==> src/rtl/ara_inval_sink.sv <==
// Receiving end of the Ara-to-CVA6 D$ invalidation path: buffers line addresses,
// drops back-to-back duplicates, and replays each line to the D$ tag-invalidate port.
module ara_inval_sink #(
    parameter int unsigned AddrWidth   = 64,
    parameter int unsigned L1LineWidth = 16,
    parameter int unsigned Depth       = 4
) (
    input  logic                 clk_i,
    input  logic                 rst_ni,
    input  logic                 en_i,
    input  logic [AddrWidth-1:0] inval_addr_i,
    input  logic                 inval_valid_i,
    output logic                 inval_ready_o,
    output logic                 dcache_req_o,
    output logic [AddrWidth-1:0] dcache_addr_o,
    input  logic                 dcache_gnt_i,
    output logic                 busy_o,
    output logic [15:0]          drop_cnt_o
);

    localparam int unsigned PtrW = $clog2(Depth);
    localparam int unsigned CntW = PtrW + 1;
    localparam logic [AddrWidth-1:0] LineMask = ~AddrWidth'(L1LineWidth - 1);

    typedef enum logic {IDLE, REQ} state_e;

    logic [AddrWidth-1:0] mem_q [Depth];
    logic [PtrW-1:0]      wr_ptr_q, wr_ptr_d, rd_ptr_q, rd_ptr_d;
    logic [CntW-1:0]      count_q, count_d;
    logic                 tail_valid_q, tail_valid_d;
    logic [AddrWidth-1:0] tail_line_q, tail_line_d;
    logic [AddrWidth-1:0] head_q, head_d;
    logic [15:0]          drop_cnt_q, drop_cnt_d;
    state_e               state_q, state_d;

    logic [AddrWidth-1:0] in_line;
    logic                 full, accept, pop, dup, drop, push;

    assign in_line = inval_addr_i & LineMask;
    assign full    = (count_q == CntW'(Depth));
    // Gated by reset so upstream never sees a handshake while we are held in reset.
    assign inval_ready_o = rst_ni & ~full;
    assign accept  = inval_valid_i & inval_ready_o;
    assign pop     = (state_q == REQ) & dcache_gnt_i;
    // The tail only counts as a duplicate source while it is still waiting for its grant.
    assign dup     = tail_valid_q & ~(pop & (count_q == CntW'(1))) & (in_line == tail_line_q);
    assign drop    = accept & (~en_i | dup);
    assign push    = accept & ~drop;

    always_comb begin
        count_d      = count_q;
        wr_ptr_d     = wr_ptr_q;
        rd_ptr_d     = rd_ptr_q;
        tail_valid_d = tail_valid_q;
        tail_line_d  = tail_line_q;
        head_d       = head_q;
        drop_cnt_d   = drop_cnt_q;

        if (push) begin
            wr_ptr_d     = wr_ptr_q + PtrW'(1);
            tail_valid_d = 1'b1;
            tail_line_d  = in_line;
        end
        if (pop) begin
            rd_ptr_d = rd_ptr_q + PtrW'(1);
        end
        if (push && !pop) begin
            count_d = count_q + CntW'(1);
        end else if (pop && !push) begin
            count_d = count_q - CntW'(1);
            if (count_q == CntW'(1)) begin
                tail_valid_d = 1'b0;
            end
        end

        // Head register: takes the incoming line when it lands in an otherwise empty FIFO.
        if (count_d != '0) begin
            if ((count_q == '0) || (pop && (count_q == CntW'(1)))) begin
                head_d = in_line;
            end else begin
                head_d = mem_q[rd_ptr_d];
            end
        end

        if (drop && (drop_cnt_q != 16'hFFFF)) begin
            drop_cnt_d = drop_cnt_q + 16'd1;
        end
    end

    always_comb begin
        state_d      = state_q;
        dcache_req_o = 1'b0;
        case (state_q)
            IDLE: begin
                if (count_d != '0) state_d = REQ;
            end
            REQ: begin
                dcache_req_o = 1'b1;
                if (pop && (count_d == '0)) state_d = IDLE;
            end
            default: state_d = IDLE;
        endcase
    end

    always_ff @(posedge clk_i) begin
        if (push) begin
            mem_q[wr_ptr_q] <= in_line;
        end
    end

    always_ff @(posedge clk_i or negedge rst_ni) begin
        if (!rst_ni) begin
            state_q      <= IDLE;
            wr_ptr_q     <= '0;
            rd_ptr_q     <= '0;
            count_q      <= '0;
            tail_valid_q <= 1'b0;
            tail_line_q  <= '0;
            head_q       <= '0;
            drop_cnt_q   <= '0;
        end else begin
            state_q      <= state_d;
            wr_ptr_q     <= wr_ptr_d;
            rd_ptr_q     <= rd_ptr_d;
            count_q      <= count_d;
            tail_valid_q <= tail_valid_d;
            tail_line_q  <= tail_line_d;
            head_q       <= head_d;
            drop_cnt_q   <= drop_cnt_d;
        end
    end

    assign dcache_addr_o = head_q;
    assign busy_o        = (count_q != '0) | (state_q == REQ);
    assign drop_cnt_o    = drop_cnt_q;

endmodule

==> config.mk <==
export PLATFORM = sky130hd
export DESIGN_NAME = ara_inval_sink
export DESIGN_NICKNAME = d
export VERILOG_FILES = /design/src/rtl/ara_inval_sink.sv
export SDC_FILE = /design/constraint.sdc
export NUM_CORES = 1
export LEC_CHECK = 0
export CORE_MARGIN = 2
export CORE_UTILIZATION = 55
export DETAILED_ROUTE_END_ITERATION = 7
export PLACE_DENSITY = 0.87
export SYNTH_ARGS = -nofsm -noshare
export SYNTH_HDL_FRONTEND = slang
export SYNTH_SLANG_ARGS = --single-unit
==> constraint.sdc <==
create_clock -name clk_i -period 7.85 [get_ports clk_i]
set_input_delay 2.355 -clock clk_i [delete_from_list [all_inputs] [get_ports clk_i]]
set_output_delay 2.355 -clock clk_i [all_outputs]
set_load 0.01 [all_outputs]
# Word level (Yosys, flattened, before mapping)
# Memory sizes are Yosys's and may differ from the RTL's.
# Cells that the tools add are included.
classes:
  add_sub_neg: 5
  n_reduce_logical: 12
  mux: 14
  n_eq_ne: 4
  n_bitwise: 15
op_table:
  columns: ["cell", "count"]
  rows:
  - ["$mux 64", 1]
  - ["$eq 60x60->1", 1]
  - ["$add 16x1->16 const B", 1]
  - ["$ne 16x16->1 const B", 1]
  - ["$mux 1", 9]
  - ["$and 1x1->1", 8]
  - ["$logic_not 3->1", 2]
  - ["$mux 3", 2]
  - ["$reduce_bool 3->1", 2]
  - ["$logic_and 1x1->1", 5]
  - ["$not 1->1", 5]
  - ["$add 2x1->2 const B", 2]
  - ["$add 3x1->3 const B", 1]
  - ["$eq 3x1->1 const B", 1]
  - ["$eq 3x3->1 const B", 1]
  - ["$sub 3x1->3 const B", 1]
  - ["$logic_not 1->1", 2]
  - ["$mux 2", 1]
  - ["$or 1x1->1", 2]
  - ["$pmux 1 s2", 1]
  - ["$logic_or 1x1->1", 1]
totals:
  memories: 1
  wordCells: 59
  ff_bits: 149
  mem_bits_rw: 240
memory_table:
  columns: ["name", "depth", "width", "read_ports", "rd_clocked_by_memory_dff", "wr", "line", "rtl"]
  rows:
  - ["mem_q", 4, 60, 1, 0, 1, "27", "logic [AddrWidth-1:0] mem_q [Depth];"]

# Logic depth before layout (Yosys ltp)
# Gate-level depths: netlist (run 1).
logic_depth:
  depth_word: 17
  ltp_mapped: 12
  depth_no_buf: 10

# Least setup slack after synthesis (run 1)
# Ideal clock, no wire load.
synth_timing:
  path_kind: "input-to-output"
  start: "input rst_ni"
  end: "output inval_ready_o"
  path_slack_ns: 2.651
  path_buffers: 0
  cell_stages: 1
  arrival_time_ns: 2.844
  path_cell_list: "a21boi_0"
synth_between:
  elab_chain_cells: 1
synth_rtl:
  columns: ["item", "line", "rtl"]
  rows:
  - ["start: declaration", "9", "input logic rst_ni,"]
  - ["$and 1x1->1", "42", "assign inval_ready_o = rst_ni & ~full;"]
  - ["end: declaration", "13", "output logic inval_ready_o,"]
# No other way between the ends.

# Worst setup path in the final report (run 1)
# Ends and elaborated chain as after synthesis.

==> summary.txt, run 1 <==
Placement
  • Placer congestion estimate: 0.745
  • Placement Cell Area: 0.0179 mm2
  • Pre-CTS WS: 1.16 ns
  • Port Buffers: 143
  • Placed insts: 1,477
  • DP HPWL: 19,900 um

Critical path
  • RR Endpoint: dcache_addr_o[4]
  • R2R Path Start: tail_line_q[43]
  • Worst Setup Start Kind: primary input
  • CP cell instances: buf_6, a21boi_0, clkdlybuf4s50_1
  • Top delay family on crit path: buffers and inverters
  • Critical Path AT: 3.93 ns
  • Bufs and invs on worst path: 2
  • CP Class: in2out
  • Critical path fanouts, max: 51
  • CP max stage cell: clkdlybuf4s50_1
  • R2R setup slack: 3.74 ns
  • Critical Path RT: 5.50 ns
  • R2r worst-path depth: 10
  • Setup crit end kind: output pin
  • CP peak stage delay: 0.65 ns

Clock network
  • Total CTS buffers: 40
  • PostCTS Resize Cnt: 0
  • Setup Fix Bufs, Post-CTS: 0
  • Hold-fix buffers at CTS: 0
  • H-tree Lvls: 2
  • CTS max path bufs: 3
  • Worst skew pair latency: 0.53 ns
  • Root buffer cell: clkbuf_16
  • Reg clk slew, reported paths: 0.06 ns
  • TritonCTS Sinks: 385
  • TritonCTS clock tree: built

Die
  • Core area: 0.0289 mm2
  • Die Ht: 175 um
  • DIE AREA: 0.0308 mm2
  • Initial core utilization: 56.0%
  • Rows: 62
  • # IOs: 152
  • Die width: 175 um

Power
  • Cell Int Power: 5.34 mW
  • Flop pwr share: 37.0%
  • Peak supply drop: 0.254 mV
  • Power Density: 389 mW/mm2
  • Switching Share: 28.7%
  • Clock power share: 24.8%
  • Leakage: 7.39 nW
  • P_sw: 2.15 mW
  • Comb pwr share: 38.2%

Flow run
  • Maxcap violations: 0

Worst hold path
  • Min-delay src: drop_cnt_o[4]
  • Hold depth: 1
  • Endpoint, Worst Hold: drop_cnt_o[4]
  • Hold crit path type: reg2reg

Timing
  • Final number of max-transition violations: 0
  • Setup WS post-layout: 1.57 ns
  • Tightest Pin Transition: 1.01 ns
  • RSZ-0062 raised after global routing: no
  • Total negative setup slack: 0 ns
  • Fin crit period: 6.28 ns
  • Setup violators final: 0
  • Worst clock skew: 0.0157 ns
  • Final worst-path cycle share: 80.0%
  • Slew HR: 32.1%
  • Max Freq: 159 MHz
  • Final hold vios: 0

Route
  • First-pass iteration count of the detailed router: 5
  • Vias per inst: 5.73
  • Routed len/inst: 21.5 um
  • DR DRC count: 0
  • Initial drt markers: 773
  • Antenna-violating nets left: 0
  • Drt total wl: 33,300 um
  • Vias: 8,884

Synthesis
  • Number of synthesized flops with an enable pin: 240
  • Synthesized area per cell: 16.5 um2
  • #FFs+latches synth: 385
  • Syn. warnings: 0
  • Fraction of the yosys area taken by sequential cells: 67.0%
  • Count leader, synth: edfxtp_1
  • Netlist cell types: 40
  • Yosys top cell by area: edfxtp_1
  • Synth cell count leaders: 240 x edfxtp_1, 190 x nand2_1, 145 x dfrtp_1
  • Post-Synthesis Cells: 979
  • Most area-consuming cells after synthesis: edfxtp_1 45%, dfrtp_1 22%, mux4_2 8.4%, mux2_4 5.5%, nand2_1 4.4%
  • Main flop type after synthesis: edfxtp_1
  • Yosys top cell area share: 44.6%
  • Mapped cell area: 0.0162 mm2
  • Post-synth ARST share: 37.7%

Finish
  • Area Growth Syn to Fin: 19.0%
  • Final Util: 66.7%
  • Final nets: 1,213
  • Share of cells above drive strength 1: 23.4%
  • Post-route cell area: 0.0193 mm2
  • Post-route insts no fill: 1,550
  • Antenna Cells: 0

Global routing
  • Total GRT Usage: 22.5%
  • Largest net degree at the start of global routing: 66
  • Vias in the first global route: 9,280
  • Initial antenna violation count: 0
  • Total gr overflow: 0
  • Wire length of the first global-routing pass: 53,000 um

Run status
  • Status: finished clean
-- worst register-to-register path, cell delays in order (launching register included) --
cell,delay (ns)
dfrtp_1,0.39
xnor2_1,0.30
nand4_1,0.25
nor4_2,0.39
nand4_2,0.37
nand2_4,0.18
buf_4,0.57
o211ai_1,0.23
a31o_4,0.48
buf_4,0.44
mux2_4,0.40
-- worst max-delay path by stage --
stage,from,slack (ns),cells past startpoint,endpoint
2_1_floorplan,rst_ni,2.65,1,inval_ready_o
3_3_place_gp,inval_addr_i[43],1.31,11,dcache_addr_o[26]
3_5_place_dp,inval_addr_i[43],1.16,11,dcache_addr_o[18]
4_1_cts,rst_ni,1.54,3,inval_ready_o
5_1_grt,rst_ni,1.44,3,inval_ready_o
6_report,rst_ni,1.57,3,inval_ready_o
-- metal layers --
metal / GRT usage [%] / part of all wire (%) / up-vias
met5: 0 / 0 / -
met4: 6.89 / 2.5 / 0
met3: 3.94 / 6.4 / 67
met2: 36.7 / 49 / 313
met1: 31.5 / 42 / 4595
li1: - / - / 3909
-- power groups by stage --
stage / clock, mW / combinational, mW / sequential [mW]
2_1_floorplan: 0 / 2.04 / 2.83
4_1_cts: 1.89 / 2.91 / 2.77
3_3_place_gp: 0 / 2.80 / 2.78
5_1_grt: 1.98 / 3.09 / 2.81
3_5_place_dp: 0 / 2.87 / 2.80
6_report: 1.86 / 2.86 / 2.77
-- registers in the layout (all words and copies together) (netlist names) --
register,flops
dcache_addr_o,60
count_q,3
rd_ptr_q,2
tail_line_q,60
state_q,1
wr_ptr_q,2
drop_cnt_o,16
mem_q,240
tail_valid_q,1
-- per-stage QoR --
stage / hold slack, ns / total power, mW
global route: 0.514 / 7.87
detailed placement: 0.484 / 5.67
global placement: 0.476 / 5.58
CTS: 0.496 / 7.57
floorplan: 0.464 / 4.87
finish: 0.490 / 7.49
-- cells in the final DEF (no fill, tap or decap), types with 3 or more instances in the layout --
cell             instances
clkbuf_1                 8
mux2_4                  59
nor4_2                   4
mux4_2                  60
clkdlybuf4s50_1        142
clkbuf_16               41
conb_1                   4
xnor2_1                 74
nand4_1                 18
and3_2                   4
bufinv_16                3
mux2_2                  62
nor3_1                   5
and3_1                  11
nor2_1                   4
dfrtp_1                145
clkinv_2                10
xor2_1                   5
nand3_1                  7
buf_4                   13
inv_1                    9
clkinv_1                 3
edfxtp_1               240
clkbuf_8                 5
nand2_1                190
ha_1                     9
-- layout make-up --
class / count / area, um2
clock buffer: 54 / 1120
clock inverter: 19 / 176
fill: 1910 / 9610
inverter: 9 / 33.8
multi-input combinational: 543 / 5070
sequential: 385 / 10800
tap: 384 / 480
timing repair buffer: 156 / 1530
-- cells by family (layout without fill, tap and decap cells) --
family / after synthesis / count (layout) / share of synthesized area (%)
other cells: 1 / 4 / 0.0232
buf+inv: 54 / 238 / 2.06
compound gates: 17 / 17 / 0.805
xor+xnor: 81 / 81 / 4.39
flops: 385 / 385 / 67.0
fa+ha+maj: 9 / 9 / 0.696
simple gates: 250 / 250 / 6.83
mux: 182 / 182 / 18.2
No activity file was read; power rests on OpenSTA's default activity.
==> run 2: changes to the inputs <==
--- a/config.mk
+++ b/config.mk
@@ -6,9 +6,9 @@
 export NUM_CORES = 1
 export LEC_CHECK = 0
 export CORE_MARGIN = 2
-export CORE_UTILIZATION = 55
+export CORE_UTILIZATION = 52
 export DETAILED_ROUTE_END_ITERATION = 7
-export PLACE_DENSITY = 0.87
+export PLACE_DENSITY = 0.86
 export SYNTH_ARGS = -nofsm -noshare
 export SYNTH_HDL_FRONTEND = slang
 export SYNTH_SLANG_ARGS = --single-unit
==> constraint.sdc (replaced) <==
create_clock -name clk_i -period 5.51 [get_ports clk_i]
set_input_delay 1.653 -clock clk_i [delete_from_list [all_inputs] [get_ports clk_i]]
set_output_delay 1.653 -clock clk_i [all_outputs]
set_load 0.01 [all_outputs]
==> run 2 against run 1 <==
Design area up 0.55%. Sequential share of layout area down 0.31 points. Global-route usage down 1.2 points. Clock skew down 0.0019 ns. Clock-buffer cell count up 5. Sequential power up 42%. Core utilization down 3.4 points. Total power up 42%. Hold slack better by 0.00057 ns. Critical path depth unchanged. Combinational power up 45%. Sequential cell count unchanged. Critical endpoint unchanged. Highest routed layer unchanged.
==> summary.txt, run 2 (synthesis results as in run 1) <==
Clock network
  • Total CTS buffers: 39 (-2.5%)
  • Hold-fix buffers at CTS: 0 (unchanged)
  • H-tree Lvls: 2 (unchanged)
  • Root buffer cell: clkbuf_16
  • Reg clk slew, reported paths: 0.06 ns (about the same)
  • TritonCTS clock tree: built
  • Worst skew pair latency: 0.52 ns (about the same)
  • PostCTS Resize Cnt: 0 (unchanged)
  • Setup Fix Bufs, Post-CTS: 0 (unchanged)
  • TritonCTS Sinks: 385 (unchanged)
  • CTS max path bufs: 3 (unchanged)

Finish
  • Max reg flops: 240 (unchanged)
  • Area Growth Syn to Fin: 19.7%
  • Antenna Cells: 0 (unchanged)
  • Final nets: 1,225 (+0.99%)
  • Commonest non-fill, non-tap cell in the layout: edfxtp_1
  • Most frequent cells in the layout: 240 x edfxtp_1, 190 x nand2_1, 145 x dfrtp_1, 142 x clkdlybuf4s50_1, 74 x xnor2_1
  • Largest reg by FF count: mem_q
  • Share of cells above drive strength 1: 23.4% (-0.029 points)
  • Fillers: 2,130 (+12%)

Power
  • Total power: 10.6 mW (+42%)
  • Power Density: 550 mW/mm2 (+41%)
  • Peak supply drop: 0.323 mV (+27%)
  • Leakage: 7.42 nW (+0.50%)

Global routing
  • Vias in the first global route: 9,495 (+2.3%)
  • Largest net degree at the start of global routing: 82 (+24%)
  • Initial antenna violation count: 0 (unchanged)
  • Wire length of the first global-routing pass: 53,800 um (+1.5%)
  • Total gr overflow: 0 (unchanged)
  • Total GRT Usage: 21.3% (-1.2 points)

Critical path
  • R2R Path Start: count_q[0]
  • CP Class: in2out
  • Critical Path RT: 3.86 ns (-1.64 ns)
  • Critical Path AT: 3.13 ns (-0.80 ns)
  • Critical path fanouts, max: 29 (-43%)
  • Worst Setup Start Kind: primary input
  • Setup crit end kind: output pin
  • Worst setup path startpoint: rst_ni

Route
  • First-pass iteration count of the detailed router: 5 (unchanged)
  • Vias per inst: 5.62 (-1.9%)
  • Antenna-violating nets left: 0 (unchanged)
  • Drt total wl: 34,200 um (+2.8%)
  • Initial drt markers: 820 (+6.1%)
  • Vias: 8,836 (-0.54%)
  • DR DRC count: 0 (unchanged)
  • Routed len/inst: 21.8 um (+1.3%)

Flow run
  • Maxcap violations: 0 (unchanged)

Timing
  • RSZ-0062 raised after global routing: no
  • Slew HR: 26.0% (-6.1 points)
  • Fin crit period: 4.78 ns
  • Total negative setup slack: 0 ns (unchanged)
  • Final worst-path cycle share: 86.7%
  • Tightest Pin Transition: 1.11 ns (+0.0962 ns)
  • Setup violators final: 0 (unchanged)
  • Max Freq: 209 MHz
  • Final hold vios: 0 (unchanged)
  • Worst clock skew: 0.0138 ns (-0.00192 ns)
  • Final number of max-transition violations: 0 (unchanged)

Placement
  • DP HPWL: 20,800 um (+4.4%)
  • Placer congestion estimate: 0.734 (-1.5%)
  • Port Buffers: 143 (unchanged)

Die
  • Die Ht: 180 um (+2.8%)
  • Initial core utilization: 52.9% (-3.2 points)
  • Die width: 180 um (+2.8%)
  • DIE AREA: 0.0325 mm2 (+5.6%)
  • Core area: 0.0306 mm2 (+6.0%)
  • Rows: 64 (+3.2%)
  • # IOs: 152 (unchanged)

Run status
  • Status: finished clean

Worst hold path
  • Hold crit path type: reg2reg
  • Min-delay src: drop_cnt_o[11]
-- run 2: final timing paths --
kind	slack (ns)	endpoint	cells past startpoint
setup / recovery	0.73	inval_ready_o	3
hold / removal	0.49	drop_cnt_o[11]	1
setup reg to reg	2.24	dcache_addr_o[27]	10
hold reg to reg	0.49	drop_cnt_o[11]	1
max in group asynchronous	3.13	tail_line_q[4]	2
min in group asynchronous	1.00	dcache_addr_o[43]	1
-- run 2: per-stage QoR --
step,util (%),area (um2),hold slack [ns],setup slack [ns],cells
CTS,63.3,19400,0.495,0.745,1572
global placement,59.3,18100,0.478,0.515,1502
floorplan,-,16200,0.464,1.09,982
detailed placement,59.3,18100,0.477,0.440,1502
finish,63.3,19400,0.491,0.731,1572
global route,63.3,19400,0.514,0.689,1572
-- run 2: worst max-delay path, stage by stage --
cell	delay (ns)
buf_6	0.24
a21boi_0	0.54
clkdlybuf4s50_1	0.67
-- run 2: routing by layer --
metal | wire length [um] | part of all wire, % | vias up | track usage (%)
met4 | 748 | 2.2 | 0 | 6.16
met3 | 2020 | 5.9 | 54 | 3.78
met1 | 14400 | 42 | 4573 | 28.6
met2 | 17000 | 50 | 276 | 36.0
met5 | 0 | 0 | - | 0
li1 | - | - | 3933 | -
-- run 2: power by group --
part | switching [mW] | internal, mW
Combinational | 1.69 | 2.47
Clock | 1.06 | 1.48
Sequential | 0.324 | 3.62
Total | 3.08 | 7.57
-- run 2: area by class of cell --
type                       instances  area (um2)  area share (%)
multi-input combinational        543        5070            26.2
clock buffer                      59        1140            5.91
clock inverter                    11        76.3           0.394
inverter                           9        33.8           0.175
sequential                       385       10800            56.0
tap                              396         495            2.56
timing repair buffer             169        1700            8.80
==> run 3: changes to the inputs <==
==> constraint.sdc (replaced) <==
create_clock -name clk_i -period 3.9 [get_ports clk_i]
set_input_delay 1.17 -clock clk_i [delete_from_list [all_inputs] [get_ports clk_i]]
set_output_delay 1.17 -clock clk_i [all_outputs]
set_load 0.01 [all_outputs]
==> run 3 against run 2 <==
Core utilization up 1.6 points. First-iteration DRC count down 5.2%. Clock power rose by 43%. Clock skew barely moved. Combinational power grew 46%. Sequential cell count unchanged. Largest power group unchanged. Design area rose by 2.6%. Sequential power increased by 42%.
==> summary.txt, run 3 (synthesis results as in run 1) <==
Run status
  • Status: finished clean

Clock network
  • Reg clk slew, reported paths: 0.06 ns (about the same)
  • H-tree Lvls: 2 (unchanged)
  • Setup Fix Bufs, Post-CTS: 0 (unchanged)
  • PostCTS Resize Cnt: 0 (unchanged)
  • TritonCTS Sinks: 385 (unchanged)
  • CTS max path bufs: 3 (unchanged)
  • Hold-fix buffers at CTS: 0 (unchanged)
  • Worst skew pair latency: 0.52 ns (about the same)
  • Total CTS buffers: 40 (+2.6%)
  • TritonCTS clock tree: built
  • Root buffer cell: clkbuf_16

Die
  • Die width: 180 um (unchanged)
  • # IOs: 152 (unchanged)
  • DIE AREA: 0.0325 mm2 (unchanged)
  • Rows: 64 (unchanged)
  • Core area: 0.0306 mm2 (unchanged)
  • Initial core utilization: 52.9% (unchanged)
  • Die Ht: 180 um (unchanged)

Timing
  • Fin crit period: 3.82 ns
  • Worst clock skew: 0.0138 ns (-0.0000200 ns)
  • Tightest Pin Transition: 0.845 ns (-0.265 ns)
  • Final hold vios: 0 (unchanged)
  • Total negative setup slack: 0 ns (unchanged)
  • Slew HR: 43.7% (+18 points)
  • Max Freq: 262 MHz
  • Setup violators final: 0 (unchanged)
  • Final number of max-transition violations: 0 (unchanged)
  • Final worst-path cycle share: 97.9%

Placement
  • Port Buffers: 143 (unchanged)
  • Placer congestion estimate: 0.781 (+6.4%)
  • DP HPWL: 21,700 um (+4.2%)

Route
  • Routed len/inst: 21.7 um (-0.48%)
  • Antenna-violating nets left: 0 (unchanged)
  • First-pass iteration count of the detailed router: 6 (+1)
  • Initial drt markers: 777 (-5.2%)
  • Vias: 9,037 (+2.3%)
  • Drt total wl: 35,000 um (+2.4%)
  • DR DRC count: 0 (unchanged)
  • Vias per inst: 5.59 (-0.57%)

Finish
  • Largest reg by FF count: mem_q
  • Final nets: 1,269 (+3.6%)
  • Commonest non-fill, non-tap cell in the layout: edfxtp_1
  • Antenna Cells: 0 (unchanged)
  • Share of cells above drive strength 1: 26.7% (+3.3 points)
  • Fillers: 2,074 (-2.6%)
  • Max reg flops: 240 (unchanged)
  • Final Util: 64.9% (+1.6 points)
  • Area Growth Syn to Fin: 22.8%
  • Most frequent cells in the layout: 240 x edfxtp_1, 190 x nand2_1, 145 x dfrtp_1, 141 x clkdlybuf4s50_1, 72 x xnor2_1

Global routing
  • Largest net degree at the start of global routing: 146 (+78%)
  • Vias in the first global route: 9,853 (+3.8%)
  • Initial antenna violation count: 0 (unchanged)
  • Total GRT Usage: 22.0% (+0.65 points)
  • Wire length of the first global-routing pass: 55,600 um (+3.3%)
  • Total gr overflow: 0 (unchanged)

Critical path
  • Critical Path RT: 4.30 ns (+0.44 ns)
  • Critical Path AT: 4.22 ns (+1.09 ns)
  • CP cell instances: clkdlybuf4s50_1, xnor2_1, nand4_1, nor4_2, nand4_2, buf_4, a211o_1, nand3_1, a31o_4, buf_12, mux2_2
  • CP max stage cell: clkdlybuf4s50_1
  • R2r worst-path depth: 11 (+1)
  • Setup crit end kind: register
  • CP Class: in2reg
  • CP peak stage delay: 0.58 ns (-0.09 ns)
  • Critical path fanouts, max: 20 (-31%)
  • Worst Setup Start Kind: primary input

Power
  • Total power: 15.3 mW (+44%)
  • Peak supply drop: 0.493 mV (+53%)
  • Leakage: 7.71 nW (+3.9%)
  • Power Density: 771 mW/mm2 (+40%)

Worst hold path
  • Hold depth: 2 (+1)
  • Hold crit path type: reg2reg

Flow run
  • Maxcap violations: 0 (unchanged)
run 3: layout make-up:
type,count,area (um2),area share [%]
Inverter,9,33.8,0.170
Timing Repair Buffer,212,2140,10.8
Multi-Input combinational cell,543,5090,25.7
Tap cell,396,495,2.50
Clock buffer,62,1170,5.92
Sequential cell,385,10800,54.6
Clock inverter,10,83.8,0.422
run 3: final timing paths:
kind	start	end	slack, ns
max in group asynchronous	rst_ni	dcache_addr_o[51]	2.45
min in group asynchronous	rst_ni	dcache_addr_o[19]	0.80
max reg2reg	count_q[0]	dcache_addr_o[63]	0.94
max	inval_addr_i[10]	dcache_addr_o[63]	0.08
min reg2reg	tail_line_q[47]	tail_line_q[47]	0.49
min	tail_line_q[47]	tail_line_q[47]	0.49
run 3: routing by layer:
layer | vias up | track usage [%] | wire [um]
met4 | 0 | 6.65 | 921
met5 | - | 0 | 0
met1 | 4605 | 28.9 | 14200
met2 | 351 | 37.3 | 17700
li1 | 4017 | - | -
met3 | 64 | 4.35 | 2240
run 3: metrics by stage:
step / cells / setup WS, ns / hold WS (ns) / cell area [um2]
detailed placement: 1545 / -0.457 / 0.481 / 18600
global placement: 1545 / -0.366 / 0.475 / 18600
global route: 1617 / -0.00444 / 0.520 / 19900
CTS: 1617 / 0.0815 / 0.493 / 19800
finish: 1617 / 0.0800 / 0.492 / 19900
floorplan: 982 / 0.611 / 0.464 / 16200
run 3: worst max-delay path, delay by kind of cell:
kind	cells	cell delay [ns]
AO/OA/AOI/OAI	2	0.50
AND/OR/NAND/NOR	4	0.87
multiplexers	1	0.35
buffers and inverters	3	1.00
XOR/XNOR	1	0.30
run 3: report_power, final:
part / internal, mW / switching [mW]
Combinational: 3.63 / 2.46
Clock: 2.14 / 1.50
Sequential: 5.11 / 0.469
Total: 10.9 / 4.43
